File: config.mk
export PLATFORM = sky130hd
export DESIGN_NAME = seq_uart_tx
export DESIGN_NICKNAME = d
export VERILOG_FILES = /design/src/rtl/seq_uart_tx_pkg.sv /design/src/rtl/seq_uart_tx_baud_gen.sv /design/src/rtl/seq_uart_tx.sv
export SDC_FILE = /design/constraint.sdc
export NUM_CORES = 1
export LEC_CHECK = 0
export ABC_AREA = 1
export CORE_MARGIN = 2
export CORE_UTILIZATION = 50
export DETAILED_ROUTE_END_ITERATION = 8
export PLACE_DENSITY = 0.73
export SLEW_MARGIN = 20
export SYNTH_ARGS = -nofsm -noshare
export SYNTH_HDL_FRONTEND = slang
export SYNTH_SLANG_ARGS = --single-unit
export TNS_END_PERCENT = 100
File: constraint.sdc
create_clock -name clk -period 1.8 [get_ports clk]
set_input_delay 0.54 -clock clk [delete_from_list [all_inputs] [get_ports clk]]
set_output_delay 0.54 -clock clk [all_outputs]
set_load 0.02 [all_outputs]
File: src/rtl/seq_uart_tx_pkg.sv
// Shared definitions for the sequencer UART transmitter: state encoding and default width.
package seq_uart_tx_pkg;

    // Matches the sequencer datapath width.
    localparam int unsigned SEQ_DP_WIDTH = 8;

    typedef enum logic [2:0] {
        TX_IDLE   = 3'd0,
        TX_START  = 3'd1,
        TX_DATA   = 3'd2,
        TX_PARITY = 3'd3,
        TX_STOP   = 3'd4
    } tx_state_e;

endpackage

File: src/rtl/seq_uart_tx_baud_gen.sv
// Bit-period divider: counts 0..CLK_DIV-1 while enabled, restarts from 0 on clear.
module seq_uart_tx_baud_gen #(
    parameter int unsigned CLK_DIV = 868
) (
    input  logic clk,
    input  logic rst,
    input  logic clear,
    input  logic en,
    output logic tick_c,
    output logic pre_tick_c
);

    localparam int unsigned CNT_W = (CLK_DIV > 1) ? $clog2(CLK_DIV) : 1;
    localparam logic [CNT_W-1:0] CNT_LAST = CNT_W'(CLK_DIV - 1);
    localparam logic [CNT_W-1:0] CNT_PRE  = CNT_W'(CLK_DIV - 2);

    logic [CNT_W-1:0] cnt_q;

    // pre_tick marks the cycle before the bit boundary so callers can register edge-aligned pulses.
    assign tick_c     = en && (cnt_q == CNT_LAST);
    assign pre_tick_c = en && (cnt_q == CNT_PRE);

    always_ff @(posedge clk or negedge rst) begin
        if (!rst) begin
            cnt_q <= '0;
        end else if (clear) begin
            cnt_q <= '0;
        end else if (en) begin
            cnt_q <= tick_c ? '0 : cnt_q + CNT_W'(1);
        end
    end

endmodule

File: src/rtl/seq_uart_tx.sv
// UART transmit serializer: start bit, LSB-first data, optional parity, stop bit(s).
module seq_uart_tx
    import seq_uart_tx_pkg::*;
#(
    parameter int unsigned DATA_WIDTH = SEQ_DP_WIDTH,
    parameter int unsigned CLK_DIV    = 868,
    parameter int unsigned PARITY_EN  = 0,
    parameter int unsigned PARITY_ODD = 0,
    parameter int unsigned STOP_BITS  = 1
) (
    input  logic                  clk,
    input  logic                  rst,
    input  logic [DATA_WIDTH-1:0] i_tx_data,
    input  logic                  i_tx_valid,
    output logic                  o_tx_busy,
    output logic                  o_tx,
    output logic                  o_tx_done
);

    localparam int unsigned BIT_CNT_W = $clog2(DATA_WIDTH + 1);
    localparam logic [BIT_CNT_W-1:0] LAST_DATA = BIT_CNT_W'(DATA_WIDTH - 1);
    localparam logic [BIT_CNT_W-1:0] LAST_STOP = BIT_CNT_W'(STOP_BITS - 1);
    localparam logic ODD_INV = (PARITY_ODD != 0);
    localparam logic HAS_PARITY = (PARITY_EN != 0);

    tx_state_e             state_q, state_d;
    logic [DATA_WIDTH-1:0] shift_q, shift_d;
    logic [BIT_CNT_W-1:0]  bit_cnt_q, bit_cnt_d;
    logic                  parity_q, parity_d;
    logic                  tx_q, tx_d;
    logic                  busy_q, busy_d;
    logic                  done_q, done_d;

    logic accept_c;
    logic baud_en_c;
    logic tick_c;
    logic pre_tick_c;

    assign accept_c  = i_tx_valid && !busy_q;
    assign baud_en_c = (state_q != TX_IDLE);

    seq_uart_tx_baud_gen #(
        .CLK_DIV(CLK_DIV)
    ) u_baud_gen (
        .clk       (clk),
        .rst       (rst),
        .clear     (accept_c),
        .en        (baud_en_c),
        .tick_c    (tick_c),
        .pre_tick_c(pre_tick_c)
    );

    always_ff @(posedge clk or negedge rst) begin
        if (!rst) begin
            state_q <= TX_IDLE;
        end else begin
            state_q <= state_d;
        end
    end

    // Next-state and next-output logic; tx/busy/done are the registered versions of these.
    always_comb begin
        state_d   = state_q;
        shift_d   = shift_q;
        bit_cnt_d = bit_cnt_q;
        parity_d  = parity_q;
        tx_d      = tx_q;
        busy_d    = busy_q;
        done_d    = 1'b0;

        unique case (state_q)
            TX_IDLE: begin
                tx_d   = 1'b1;
                busy_d = 1'b0;
                if (accept_c) begin
                    state_d   = TX_START;
                    shift_d   = i_tx_data;
                    parity_d  = (^i_tx_data) ^ ODD_INV;
                    bit_cnt_d = '0;
                    tx_d      = 1'b0;
                    busy_d    = 1'b1;
                end
            end
            TX_START: begin
                if (tick_c) begin
                    state_d   = TX_DATA;
                    bit_cnt_d = '0;
                    tx_d      = shift_q[0];
                end
            end
            TX_DATA: begin
                if (tick_c) begin
                    if (bit_cnt_q == LAST_DATA) begin
                        bit_cnt_d = '0;
                        if (HAS_PARITY) begin
                            state_d = TX_PARITY;
                            tx_d    = parity_q;
                        end else begin
                            state_d = TX_STOP;
                            tx_d    = 1'b1;
                        end
                    end else begin
                        shift_d   = shift_q >> 1;
                        tx_d      = shift_d[0];
                        bit_cnt_d = bit_cnt_q + BIT_CNT_W'(1);
                    end
                end
            end
            TX_PARITY: begin
                if (tick_c) begin
                    state_d   = TX_STOP;
                    bit_cnt_d = '0;
                    tx_d      = 1'b1;
                end
            end
            TX_STOP: begin
                tx_d = 1'b1;
                // Done is registered one cycle early so it lands on the last stop-bit cycle.
                if (pre_tick_c && (bit_cnt_q == LAST_STOP)) begin
                    done_d = 1'b1;
                end
                if (tick_c) begin
                    if (bit_cnt_q == LAST_STOP) begin
                        state_d   = TX_IDLE;
                        bit_cnt_d = '0;
                        busy_d    = 1'b0;
                    end else begin
                        bit_cnt_d = bit_cnt_q + BIT_CNT_W'(1);
                    end
                end
            end
            default: begin
                state_d = TX_IDLE;
                tx_d    = 1'b1;
                busy_d  = 1'b0;
            end
        endcase
    end

    // Reset forces the line high immediately, abandoning any frame without a low glitch.
    always_ff @(posedge clk or negedge rst) begin
        if (!rst) begin
            shift_q   <= '0;
            bit_cnt_q <= '0;
            parity_q  <= 1'b0;
            tx_q      <= 1'b1;
            busy_q    <= 1'b0;
            done_q    <= 1'b0;
        end else begin
            shift_q   <= shift_d;
            bit_cnt_q <= bit_cnt_d;
            parity_q  <= parity_d;
            tx_q      <= tx_d;
            busy_q    <= busy_d;
            done_q    <= done_d;
        end
    end

    assign o_tx      = tx_q;
    assign o_tx_busy = busy_q;
    assign o_tx_done = done_q;

endmodule
# After elaboration in Yosys (flattened, before gate mapping)
# Index checks and enable logic that the tools add are counted.
dict set report word_totals {
  register_bits 28
  latchBits 0
  mem_bits_rw 0
  mem_bits_ro 0
  inputBits 11
  out_inout_bits 3
  word_cells 78
  memories 0
}
dict set report op_classes {
  addsub 2
  n_mul 0
  div_mod_pow 0
  magnitude_cmp 0
  n_eq_ne 16
  shift 0
  muxes 34
  n_bitwise 1
  reduce_logical 18
}
# op n
set ops {}
lappend ops {{$mux 10} 3}
lappend ops {{$mux 4} 6}
lappend ops {{$mux 8} 3}
lappend ops {{$mux 3} 7}
lappend ops {{$eq 10x10->1 const B} 2}
lappend ops {{$pmux 4 s4} 1}
lappend ops {{$pmux 8 s2} 1}
lappend ops {{$pmux 3 s5} 1}
lappend ops {{$add 10x1->10 const B} 1}
lappend ops {{$mux 1} 10}
lappend ops {{$ne 2x1->1 const B} 5}
lappend ops {{$ne 2x2->1 const B} 4}
lappend ops {{$reduce_and 7->1} 1}
lappend ops {{$eq 3x2->1 const B} 2}
lappend ops {{$reduce_and 3->1} 2}
lappend ops {{$reduce_and 5->1} 1}
lappend ops {{$add 4x1->4 const B} 1}
lappend ops {{$eq 4x3->1 const B} 1}
lappend ops {{$logic_and 1x1->1} 4}
lappend ops {{$logic_not 4->1} 1}
lappend ops {{$pmux 1 s4} 1}
lappend ops {{$reduce_and 4->1} 1}
lappend ops {{$reduce_bool 2->1} 2}
lappend ops {{$reduce_bool 4->1} 1}
lappend ops {{9 further kinds} 9}

# Depth between registers and ports, before layout
# Gate-level depths: netlist of the first run.
dict set report logic_depth {
  depth_word 5
  depth_mapped 10
  ltp_nobuf 10
}

# Cells and area by module
# From an unflattened synthesis of the first run, not the netlist that was laid out.
dict set report unflattened {
  hier_cells 250
  hier_area_um2 1760.4
}
# mod instances cells_per_inst area_per_inst_um2 seq_area_each_um2
set by_module_without_submodules {}
lappend by_module_without_submodules {seq_uart_tx 1 154 1097.3 451.7}
lappend by_module_without_submodules {seq_uart_tx_baud_gen 1 96 663.1 250.2}

# Worst setup path before layout of the first run
# No wires, ideal clock.
dict set report synth_timing {
  path_type {input port to flip-flop}
  start {in i_tx_valid}
  end {reg state_q[2]}
  setup_time_ns 0.118
  t_arrival_ns 1.348
  t_required_ns 1.682
  setup_slack_ns 0.334
  path_stages 9
  path_buffers 0
  path_cell_list {inv_1 > nor2_1 > inv_1 > nand2_2 > inv_2 > nor2_2 > nand3_2 > nand2_1 > nand2_1}
}
dict set report synth_via {
  elab_chain_len 3
}
# element line
set synth_lines {}
lappend synth_lines {{from (decl)} seq_uart_tx.sv:14} ;# input logic i_tx_valid,
lappend synth_lines {{$logic_and 1x1->1} seq_uart_tx.sv:39} ;# assign accept_c = i_tx_valid && !busy_q;
lappend synth_lines {{$ne 2x2->1 (no line)} -}
lappend synth_lines {{$reduce_and 7->1 (no line)} -}
lappend synth_lines {{to (signal assigned)} seq_uart_tx.sv:57} ;# state_q <= state_d;
lappend synth_lines {{to (decl)} seq_uart_tx.sv:26} ;# tx_state_e state_q, state_d;
# No other way between the ends.
# A chain may end at the register's enable or synchronous reset.

# Worst setup path after layout of the first run
dict set report layout_timing {
  start {reg tx_q (netlist: o_tx)}
  end {out o_tx}
}
# element line
set layout_rtl {}
lappend layout_rtl {{from (decl)} seq_uart_tx.sv:30} ;# logic tx_q, tx_d;
lappend layout_rtl {{from (signal assigned)} seq_uart_tx.sv:153} ;# tx_q <= tx_d;
lappend layout_rtl {{to (decl)} seq_uart_tx.sv:16} ;# output logic o_tx,
# No word-level cell between the ends.

==> summary by stage, run 1 <==
Synthesis
The dominant register cell in the synthesized netlist is sky130_fd_sc_hd__dfrtp_1. The post-synth net total is 225. The post-synthesis async set-or-reset flop share is 1.00.

The cell accounting for the most synthesized area is sky130_fd_sc_hd__dfrtp_1. Counting flops with a built-in enable in the synthesized netlist gives 0. The number of warning messages in the yosys log is 0. The fraction of post-synthesis cell area in the top cell type by area is 0.413. The synthesized instance count is 210. Sorting the synthesized cells by how often they occur yields sky130_fd_sc_hd__nand2_1 (55), sky130_fd_sc_hd__dfrtp_1 (27), sky130_fd_sc_hd__inv_1 (22). After synthesis the netlist holds a flip-flop and latch count of 28. In the post-synthesis netlist, the biggest area contributors are sky130_fd_sc_hd__dfrtp_1 (41%), sky130_fd_sc_hd__nand2_1 (13%), sky130_fd_sc_hd__inv_1 (5.0%). For this run, the register share of the synthesized area comes to 0.429. After synthesis the cells add up to 1640 sq um.

The synthesized area per cell is just under 8 sq um. Synthesis instantiated 26 different standard cells from the library. sky130_fd_sc_hd__nand2_1 is the most common cell in the netlist.

Place
The routability congestion estimate is 0.911. The worst slack after detailed placement is -0.154 ns. Once detailed placement completed, the half-perimeter wirelength came to 2.35 mm.

During placement, the flow inserted port buffers numbering 13.

Die
The total area inside the core boundary comes to 3080 sq um. The x dimension of the die is 61.2 um. The starting density of the core is 0.532. The number of top-level pins is 14. The height of the die is 61.2 um. The die covers 3750 sq um. The floorplan row count is 20.

Drt
The count of TritonRoute iterations in the first routing pass is 4. Summing over every cut layer, the via total after detailed routing is 1378. The number of DRC markers after the initial detailed-route iteration is 48.

In the routed design, unresolved DRC markers number 0. The final layout contains routed wiring with a total length of 3.09 mm. The routed via count divided by cell count is between 4 and 5. The routed wire length per instance is 11.0 um. The remaining antenna violation count after routing is 0.

Clock tree
The tree built by TritonCTS fans out to 28 sinks. Post-CTS timing repair inserted 0 buffers for setup. The clock insertion delay at the later pin of the skew report is 0.33 ns.

The CTS root buffer is sky130_fd_sc_hd__clkbuf_4. The deepest level of the CTS H-tree is 1. The maximum clock insertion buffer count is 2. Clock-pin slew was measured on the worst setup and hold paths at ~0.15 ns. The number of hold buffers added after CTS was 0. The total CTS buffers is 3.

The clock tree from TritonCTS is built.

Min path
The kind of path behind the tightest hold check is reg -> reg.

Global route
The number of global-route vias before repair came to 1297. Entering global routing, the biggest net connects 29 pins. For this run, the total global-route usage over all layers was measured as 0.198. The number of antenna violations at the first check in global routing is 0. The leftover overflow at the end of global routing is 0.

The first global-routing pass estimated approximately 5.5 mm of wire.

Timing
The share of the clock period used by the worst path is 0.969. The count of final max-slew check failures is 0. The transition time of the tightest slew-check pin is 0.454 ns.

The worst setup skew after layout is 0.0111 ns. The worst pin sits at a relative slew slack of 0.693. Setup slack on the critical path of the routed design comes to about 0.056 ns. The number of hold violations in the final report is 0. The number of setup violations in the final report is 0. Subtracting the final worst setup slack from the clock period gives 1.74 ns. Setup repair after global routing left no endpoint under its margin. The maximum clock rate is roughly 570 MHz.

Power and ir drop
The peak ir drop on the vdd network is 635 uV. Summed over all nets, the switching power comes to 0.995 mW. The sequential share of power is 0.395.

The internal power component is roughly 1.4 mW. The total leakage power is about 0.97 nW. The combinational cell fraction of total power is 0.475. The total power draw is 2.38 mW. Of the total power, the clock network draws 0.130. Of the total power, the share spent switching nets is 0.417.

The power density relative to cell area is 1240 nW/um^2.

Worst setup path
In this design, the stage delay of the slowest critical-path cell is 0.57 ns. STA classifies the critical path startpoint as a flop. The worst register-to-register path ends at state_q[2]. Walking the worst path, the cells encountered are clkdlybuf4s15_1. The worst path buffer plus inverter count is 1. At the worst endpoint, the required time is 1.26 ns. Along the worst path, the maximum fanout reaches 2. The number of cells on the worst reg-to-reg path is 9. The worst setup path is captured at a primary output. The arrival time reported for the critical path endpoint is 1.20 ns. The library cell contributing the largest single delay on the critical path is sky130_fd_sc_hd__dfstp_2. In this run the critical register-to-register path is launched from bit_cnt_q[0]. In this run the number of cells on the critical path is 1. Broken down by cell family, the worst path's largest delay share belongs to flip-flops. The startpoint of the worst setup timing path is o_tx. The worst setup path endpoint is o_tx. The worst setup path is of the reg -> out kind.

Setup slack on the worst reg-to-reg path comes out at between 0.2 and 0.25 ns.

Finish
The repair_antennas step left the layout with diodes totalling 0. The area growth from synthesis to layout is 17.8%. The post-layout utilization of the core is 0.627.

The post-layout net count is 252. Of the cells placed in the final design, the portion with a size suffix greater than 1 is 0.165.

Flow run
The number of max-cap violations is 0.

Outcome
The flow ran to the end, and the final reports show no timing, DRC or antenna violations.
==> layout make-up <==
| class | count | area, sq um |
|---|---|---|
| Sequential cell | 28 | 702 |
| Clock buffer | 4 | 36.3 |
| Tap cell | 44 | 55.1 |
| Multi-Input combinational cell | 153 | 812 |
| Inverter | 27 | 101 |
| Fill cell | 278 | 1150 |
| Timing Repair Buffer | 24 | 223 |
==> cell families (layout without fill, tap and decap cells) <==
family                     after synthesis  in the layout  synth area share
xor gates and xnor gates                 6              6            0.0321
AOI/OAI and AO/OA                       27             27            0.0909
DFF                                     28             28             0.429
and+or+nand+nor                        116            116             0.342
buffers and inverters                   29             55            0.0756
adders and majority gates                4              4            0.0306
==> per-layer routing <==
layer | vias to the layer above | wire (um) | GRT usage
met5 | - | 0 | 0
met4 | 0 | 46 | 0.0839
met3 | 5 | 102 | 0.0189
met2 | 24 | 1400 | 0.307
met1 | 632 | 1550 | 0.285
li1 | 717 | - | -
==> power by group through the flow <==
stage / logic [mW] / registers, mW / clock network, mW
detailed placement: 1.15 / 0.953 / 0
finish: 1.13 / 0.941 / 0.311
global placement: 1.13 / 0.954 / 0
global route: 1.29 / 0.964 / 0.345
floorplan: 0.799 / 0.951 / 0
CTS: 1.14 / 0.940 / 0.323
==> placed cells by master (no fill, tap or decap) <==
cell,n
sky130_fd_sc_hd__dfrtp_1,27
sky130_fd_sc_hd__nor2_4,2
sky130_fd_sc_hd__o21ai_2,3
sky130_fd_sc_hd__nand2_1,55
sky130_fd_sc_hd__nor4_1,1
sky130_fd_sc_hd__nor2_2,3
sky130_fd_sc_hd__clkdlybuf4s50_1,10
sky130_fd_sc_hd__clkdlybuf4s15_1,1
sky130_fd_sc_hd__buf_4,10
sky130_fd_sc_hd__nand4_1,5
sky130_fd_sc_hd__nand3_2,1
sky130_fd_sc_hd__inv_2,5
sky130_fd_sc_hd__nand2_4,3
sky130_fd_sc_hd__nand3_1,11
sky130_fd_sc_hd__or2_1,7
sky130_fd_sc_hd__nand2_2,6
sky130_fd_sc_hd__nand3b_1,1
sky130_fd_sc_hd__o21bai_1,1
sky130_fd_sc_hd__nor3_1,3
sky130_fd_sc_hd__dfstp_2,1
sky130_fd_sc_hd__dlygate4sd2_1,2
sky130_fd_sc_hd__clkbuf_8,1
sky130_fd_sc_hd__inv_1,22
sky130_fd_sc_hd__nor4b_1,1
sky130_fd_sc_hd__ha_1,4
sky130_fd_sc_hd__xor2_1,6
sky130_fd_sc_hd__nor2_1,17
sky130_fd_sc_hd__clkbuf_4,3
sky130_fd_sc_hd__o21ai_1,5
sky130_fd_sc_hd__o21ai_0,14
sky130_fd_sc_hd__a21oi_1,4
sky130_fd_sc_hd__buf_12,1
==> how the worst min path moves through the flow <==
| stage | start | endpoint | cells after the start |
|---|---|---|---|
| after global placement | shift_q[7] | shift_q[7] | 2 |
| after detailed placement | shift_q[7] | shift_q[7] | 2 |
| after global routing | shift_q[5] | shift_q[5] | 2 |
| after CTS | shift_q[7] | shift_q[7] | 2 |
| after floorplan | rst | bit_cnt_q[0] | 0 |
| final | shift_q[7] | shift_q[7] | 2 |
==> per-stage QoR <==
| step | TNS (ns) | hold WS, ns | instances | cell area (sq um) |
|---|---|---|---|---|
| after detailed placement | -1.73 | 0.457 | 276 | 1900 |
| after CTS | 0 | 0.494 | 280 | 1930 |
| after floorplan | 0 | 0.244 | 210 | 1640 |
| after global placement | -1.49 | 0.453 | 276 | 1900 |
| after global routing | 0 | 0.518 | 280 | 1930 |
| final | 0 | 0.492 | 280 | 1930 |
==> timing repair <==
item                                    in CTS  in global routing
endpoints found under the setup margin       3                  1
hold endpoints to repair                     0                  0
gates resized for setup                      3                  1
gates cloned                                 0                  0
==> sequential cells by signal, indices dropped and copies added (netlist names) <==
name,flops
o_tx,1
bit_cnt_q,4
shift_q,8
o_tx_done,1
u_baud_gen.cnt_q,10
state_q,3
o_tx_busy,1
No activity file was read; power rests on OpenSTA's default activity.
==> run 2: changes to the inputs <==
Settings changed: SETUP_SLACK_MARGIN from default to 0.4.
==> run 2 against run 1 <==
Final cell count is 8.9% higher. Register-to-register slack improved by 0.06 ns. Worst setup slack better by 0.19 ns. Largest cell class unchanged.
==> summary by stage, run 2 (synthesized netlist as in run 1, its figures left out) <==
Outcome
The run finished with clean final reports.

Global route
The leftover overflow at the end of global routing is 0 (unchanged). The largest net degree at the start of global routing came to 29 (unchanged). The global-route usage over all layers is 0.232 (+0.0337). The number of antenna violations at the first check in global routing is 0 (unchanged). The wire length of the first global-routing pass was 6.43 mm (+16%). The number of global-route vias before repair came to 1453 (+12%).

Place
The number of port buffers was 13 (unchanged). The cell count after placement is 276 (unchanged). The sum of net half-perimeters after detailed placement is 2.47 mm (+4.9%). The routability congestion estimate was 0.844 (-7.3%). The worst slack after detailed placement came to -0.0801 ns (+0.0738 ns).

Finish
The count of placed standard cells in the final layout, fillers left out is 305 (+8.9%). The post-layout net count is 277 (+9.9%). In the final layout, the registers with the most flip-flops are u_baud_gen.cnt_q x10, shift_q x8, bit_cnt_q x4.

The area overhead of the layout relative to synthesis is 49.4%. The total area of multi-input combinational cells came to 1110 sq um (+37%). The number of antenna repair diodes is 0 (unchanged). The post-layout utilization of the core is 0.795 (+0.168).

The largest register by flop count is u_baud_gen.cnt_q. The number of flip-flops in the largest register is 10 (unchanged). The proportion of layout cells with a drive suffix above 1 is 0.448 (+0.283). The top cell types in the final layout, fill and taps aside, are sky130_fd_sc_hd__nand2_1 (29), sky130_fd_sc_hd__buf_4 (29), sky130_fd_sc_hd__dfrtp_1 (25). The count of fill cells added during filler insertion is 201 (-28%). The sequential standard cell area is 704 sq um (+0.36%).

Worst setup path
The required time of the critical path is 1.26 ns (about the same). The slowest stage of the critical path belongs to the cell sky130_fd_sc_hd__dfstp_2. The critical path is of the reg -> out type. The worst path buffer plus inverter count is 1 (unchanged). The arrival time reported for the critical path endpoint is 1.01 ns (-0.19 ns).

The biggest fanout along the worst timing path is 2 (unchanged). The worst stage delay on the critical path is 0.58 ns (about the same). Walking the worst path, the cells encountered are buf_6.

The kind of launch point of the worst setup path is a flop. The category of the worst setup path capture point is a primary output. The kind of cell adding the most delay to the critical path is flip-flops.

Drt
The total wire length after detailed routing was 4.41 mm (+43%). The remaining antenna violation count after routing came to 0 (unchanged). The count of TritonRoute iterations in the first routing pass was 4 (unchanged). The number of DRC markers after the initial detailed-route iteration was 48 (unchanged).

The routed via count divided by cell count is 5.17 (+5.1%). The routed wire length per instance is 14.4 um (+31%). The post-detailed-route DRC marker count is 0 (unchanged). The total via count in the routed design was 1577 (+14%).

Timing
The worst setup skew after layout is 0.00542 ns (-0.00572 ns). The transition time of the tightest slew-check pin is 0.347 ns (-0.107 ns). The share of the clock period used by the worst path came to 0.863 (-0.106). The relative slew slack was 0.767 (+0.0740). The final worst setup slack is 0.246 ns (+0.191 ns). The maximum clock rate came to 644 MHz (+12%). The number of setup violations in the final report is 0 (unchanged). The minimum period implied by the final worst setup slack is 1.55 ns (-0.191 ns). The count of final max-slew check failures was 0 (unchanged).

The number of hold violations in the final report is 0 (unchanged). Setup repair after global routing could not meet its margin everywhere.

Power and ir drop
The power density relative to cell area is 1330 nW/um^2 (+7.3%). The internal power component was 1.80 mW (+29%). The peak ir drop on the vdd network is 695 uV (+9.5%). The combinational cell fraction of total power is 0.621 (+0.146). The net switching fraction of the power is 0.447 (+0.0295). The total leakage power is 1.14 nW (+17%). The net switching power came to 1.45 mW (+46%). The part of the power in the clock network is 0.083 (-0.047). The sequential share of power is 0.296 (-0.099).

The total power draw is 3.25 mW (+36%).

Die
The starting density of the core was 0.532 (unchanged). The core region area is 3080 sq um (unchanged). The full die area is 3750 sq um (unchanged).

The x dimension of the die is 61.2 um (unchanged). The height of the die is 61.2 um (unchanged). The floorplan row count is 20 (unchanged). The number of top-level pins was 14 (unchanged).

Clock tree
The maximum clock insertion buffer count is 2 (unchanged). The number of buffers inserted for hold repair after clock tree synthesis was 0 (unchanged). The total CTS buffers is 3 (unchanged). The deepest level of the CTS H-tree is 1 (unchanged). The clock tree from TritonCTS is built. The CTS root buffer is sky130_fd_sc_hd__clkbuf_4. The clock insertion delay at the later pin of the skew report is 0.33 ns (about the same). The clock-pin slew on the worst setup and hold paths was 0.15 ns (about the same).

The number of clock sinks seen by CTS came to 28 (unchanged).

Flow run
The number of max-cap violations is 0 (unchanged).

Min path
The kind of path behind the tightest hold check is reg -> reg.
[run 2: changes by cell type in the layout (fill, tap and decap cells not counted), moves of 5 or more]
cell	delta
sky130_fd_sc_hd__nand2_1	-26
sky130_fd_sc_hd__nand2_2	+10
sky130_fd_sc_hd__buf_6	+6
sky130_fd_sc_hd__nor2_1	-5
sky130_fd_sc_hd__nand2_4	+13
sky130_fd_sc_hd__o21ai_0	-7
sky130_fd_sc_hd__buf_4	+19
[run 2: area by class of cell]
type | instances | area share
Clock buffer | 4 | 0.0107
Inverter | 27 | 0.0424
Multi-Input combinational cell | 154 | 0.455
Sequential cell | 28 | 0.288
Tap cell | 44 | 0.0225
Timing Repair Buffer | 48 | 0.181
[run 2: power by group through the flow]
stage	registers, mW	clock network [mW]	logic [mW]
final	0.960	0.270	2.02
after global routing	0.978	0.310	2.16
after CTS	0.925	0.286	1.54
after detailed placement	0.957	0	1.20
after global placement	0.952	0	1.17
after floorplan	0.952	0	0.814
[run 2: what timing repair did]
action | CTS | global route
pin swaps | 20 | 22
buffers inserted | 19 | 5
gates cloned | 1 | 0
gates resized for setup | 50 | 57
setup endpoints to repair | 29 | 30
[run 2: stage by stage]
stage / hold slack [ns] / cell area [sq um] / setup TNS [ns]
floorplan: 0.244 / 1650 / 0
global placement: 0.455 / 1920 / -0.410
detailed placement: 0.457 / 1920 / -0.599
CTS: 0.494 / 2190 / 0
global route: 0.528 / 2450 / 0
finish: 0.503 / 2450 / 0
[run 2: worst reg2reg max path, cell delays in order, from the launching register on]
cell	delay, ns
sky130_fd_sc_hd__dfrtp_2	0.45
sky130_fd_sc_hd__inv_2	0.09
sky130_fd_sc_hd__nand2_4	0.07
sky130_fd_sc_hd__nor2_4	0.20
sky130_fd_sc_hd__nor2_4	0.08
sky130_fd_sc_hd__nand2_8	0.14
sky130_fd_sc_hd__nand2_4	0.10
sky130_fd_sc_hd__buf_4	0.15
sky130_fd_sc_hd__nand4_1	0.05
sky130_fd_sc_hd__nand2_1	0.06
[run 2: metal layers]
layer  track usage  routed length, um  up-vias
met5             0                  0        -
met4         0.102                114        0
met3        0.0252                127       12
met2         0.377               2290       30
met1         0.315               1870      766
li1              -                  -      769
[run 2: final timing paths]
path / end / cells after the start / slack (ns) / start
min: shift_q[7] / 2 / 0.50 / shift_q[7]
min reg2reg: shift_q[7] / 2 / 0.50 / shift_q[7]
max reg2reg: state_q[2] / 9 / 0.30 / state_q[0]
max: o_tx / 1 / 0.25 / o_tx
max in group asynchronous: o_tx / 2 / 1.01 / rst
min in group asynchronous: u_baud_gen.cnt_q[4] / 2 / 0.55 / rst
==> run 3: changes to the inputs <==
Settings changed: CORE_MARGIN 2 to default, CTS_CLUSTER_DIAMETER from default to 30.
==> run 3 against run 2 <==
Final cell count decreased by 1.3%. Hold slack improved by 0.0027 ns. Sequential share of layout area is 0.24 points lower. Utilization up 0.81 points. Via count is 0.89% higher. Routed wire length grew 1.3%. Fmax shrank 1.9%. Critical path type unchanged. Flip-flop and latch count unchanged. Combinational power decreased by 2%. Die area down 6.4%. Clock power is 19% higher. Final area rose by 1.0%.
==> summary by stage, run 3 (synthesized netlist as in run 1, its figures left out) <==
Outcome
The run finished with clean final reports.

Finish
The post-layout net count is 273 (-1.4%). u_baud_gen.cnt_q holds more flip-flops than any other register. The largest registers in the layout are u_baud_gen.cnt_q x10, shift_q x8, bit_cnt_q x4. The area overhead of the layout relative to synthesis is 51.0%.

The number of antenna repair diodes is 0 (unchanged). The library cell used most frequently in the layout, excluding fill and tap cells, is sky130_fd_sc_hd__nand2_1. In the layout the commonest cells are sky130_fd_sc_hd__nand2_1 (33), sky130_fd_sc_hd__dfrtp_1 (24), sky130_fd_sc_hd__buf_4 (23). The count of fill cells added during filler insertion is 182 (-9.5%).

The proportion of layout cells with a drive suffix above 1 is 0.447 (-0.000805). The post-layout utilization of the core is 0.803 (+0.00813). The number of flip-flops in the largest register was 10 (unchanged).

Timing
The maximum clock rate is 631 MHz (-1.9%). The minimum period implied by the final worst setup slack is 1.58 ns (+0.0300 ns). The worst setup skew after layout is 0.00910 ns (+0.00368 ns). The final worst setup slack is 0.216 ns (-0.0300 ns). The share of the clock period used by the worst path was 0.880 (+0.0167). The number of setup violations in the final report is 0 (unchanged). Setup repair after global routing could not meet its margin everywhere. The number of hold violations in the final report is 0 (unchanged). The relative slew slack was 0.744 (-0.0232). The transition time of the tightest slew-check pin is 0.381 ns (+0.0343 ns).

The count of final max-slew check failures is 0 (unchanged).

Global route
The number of global-route vias before repair is 1360 (-6.4%). The number of antenna violations at the first check in global routing is 0 (unchanged). The leftover overflow at the end of global routing is 0 (unchanged).

The global-route usage over all layers is 0.222 (-0.00999). The wire length of the first global-routing pass was 5.95 mm (-7.5%). The largest net degree at the start of global routing was 29 (unchanged).

Worst setup path
The internal reg-to-reg setup slack was 0.27 ns (-0.03 ns). Walking the worst path, the cells encountered are buf_6. By startpoint and endpoint, the worst setup path is classified as reg -> out. The worst stage delay on the critical path is 0.59 ns (about the same).

The arrival time reported for the critical path endpoint is 1.04 ns (+0.03 ns). The worst setup path is captured at a primary output. The kind of launch point of the worst setup path is a flop. The number of cells on the worst reg-to-reg path is 10 (+1). The worst path buffer plus inverter count is 1 (unchanged). The worst register-to-register path ends at state_q[1].

The critical register-to-register path startpoint is state_q[0]. Among cell families on the critical path, the largest total delay comes from flip-flops. The required time of the critical path is 1.26 ns (about the same). For this design, the slowest cell found on the critical path is sky130_fd_sc_hd__dfstp_2. The biggest fanout along the worst timing path was 2 (unchanged).

Power and ir drop
The net switching fraction of the power is 0.448 (+0.00100). The net switching power came to 1.46 mW (+0.60%). The peak ir drop on the vdd network is 815 uV (+17%).

The internal power component is 1.80 mW (+0.20%). The sequential share of power is 0.297 (about the same). The part of the power in the clock network came to 0.098 (+0.015). The power density relative to cell area is 1320 nW/um^2 (-0.64%).

The total leakage power is 1.16 nW (+2.1%). The combinational cell fraction of total power was 0.605 (-0.016). The total power draw came to 3.26 mW (+0.38%).

Clock tree
The clock-pin slew on the worst setup and hold paths is 0.16 ns (about the same). The number of clock sinks seen by CTS is 28 (unchanged). The maximum clock insertion buffer count is 2 (unchanged). The total CTS buffers is 3 (unchanged). The deepest level of the CTS H-tree is 1 (unchanged). The clock insertion delay at the later pin of the skew report is 0.34 ns (about the same). TritonCTS built the clock tree. The number of buffers inserted for hold repair after clock tree synthesis is 0 (unchanged). The CTS root buffer is sky130_fd_sc_hd__clkbuf_4.

Die
The floorplan row count came to 20 (unchanged). The core region area came to 3080 sq um (unchanged). The starting density of the core is 0.532 (unchanged). The height of the die was 59.2 um (-3.3%). The number of top-level pins is 14 (unchanged). The x dimension of the die is 59.2 um (-3.3%). The full die area is 3510 sq um (-6.4%).

Place
The number of port buffers was 13 (unchanged). The worst slack after detailed placement is -0.129 ns (-0.0494 ns). The sum of net half-perimeters after detailed placement is 2.35 mm (-5.0%). The routability congestion estimate is 0.855 (+1.2%).

Min path
The beginning of the worst hold path is shift_q[4]. The endpoint with the worst hold slack is shift_q[4]. The kind of path behind the tightest hold check is reg -> reg. The cell depth of the worst min-delay path is 2 (unchanged).

Drt
The count of TritonRoute iterations in the first routing pass is 5 (+1). The routed via count divided by cell count was 5.29 (+2.2%). The remaining antenna violation count after routing came to 0 (unchanged). The number of DRC markers after the initial detailed-route iteration is 162 (+240%). The total via count in the routed design was 1591 (+0.89%). The routed wire length per instance is 14.8 um (+2.6%).

The post-detailed-route DRC marker count is 0 (unchanged). The total wire length after detailed routing was 4.46 mm (+1.3%).

Flow run
The number of max-cap violations came to 0 (unchanged).
==> run 3: cell types whose count changed in the layout (fill, tap and decap cells not counted), moves of 3 or more <==
cell / change
sky130_fd_sc_hd__nand2_1: +4
sky130_fd_sc_hd__o21ai_1: +3
sky130_fd_sc_hd__buf_4: -6
sky130_fd_sc_hd__buf_6: +3
sky130_fd_sc_hd__o21ai_0: -3
sky130_fd_sc_hd__nand2_2: -5
==> run 3: worst register-to-register path: cells and delay by family (launching register included) <==
kind / cells / cell delay (ns)
flip-flops: 1 / 0.44
AND/OR/NAND/NOR: 8 / 0.80
buffers and inverters: 2 / 0.25
==> run 3: worst max path at each step <==
| stage | cells past startpoint | slack (ns) | from | end |
|---|---|---|---|---|
| 2_1_floorplan | 9 | 0.41 | i_tx_valid | state_q[2] |
| 3_3_place_gp | 10 | -0.07 | i_tx_valid | state_q[1] |
| 3_5_place_dp | 10 | -0.13 | i_tx_valid | state_q[1] |
| 4_1_cts | 1 | 0.22 | o_tx | o_tx |
| 5_1_grt | 9 | 0.19 | state_q[0] | state_q[1] |
| 6_report | 1 | 0.22 | o_tx | o_tx |
==> run 3: area by class of cell <==
type,count,area (sq um),area share
sequential,28,706,0.285
inverter,27,109,0.0440
clock buffer,4,36.3,0.0147
timing repair buffer,44,413,0.167
multi-input combinational,154,1150,0.467
tap,44,55.1,0.0223
==> run 3: power groups by stage <==
stage / registers [mW] / logic [mW] / clock network, mW
floorplan: 0.952 / 0.814 / 0
global placement: 0.956 / 1.15 / 0
detailed placement: 0.957 / 1.17 / 0
CTS: 0.915 / 1.41 / 0.322
global route: 0.984 / 2.12 / 0.345
finish: 0.968 / 1.97 / 0.320
==> run 3: repair_timing <==
item                       in CTS  in global routing
cloned                          1                  0
setup endpoints to repair      29                 30
pin swaps                      11                 36
gates resized for setup        39                 83
setup buffers                  11                 12
==> run 3: per-layer routing <==
layer  wire (um)  vias up  GRT usage
met2        2170       55      0.353
met3         224       16     0.0262
met4         117        0     0.0544
met5           0        -          0
met1        1950      755      0.323
li1            -      765          -
==> run 3: stage by stage <==
| stage | TNS [ns] | cell area, sq um | hold slack (ns) | cells |
|---|---|---|---|---|
| detailed placement | -1.18 | 1890 | 0.464 | 273 |
| finish | 0 | 2470 | 0.506 | 301 |
| CTS | 0 | 2080 | 0.499 | 289 |
| global route | 0 | 2470 | 0.535 | 301 |
| global placement | -0.812 | 1890 | 0.457 | 273 |
| floorplan | 0 | 1650 | 0.244 | 210 |
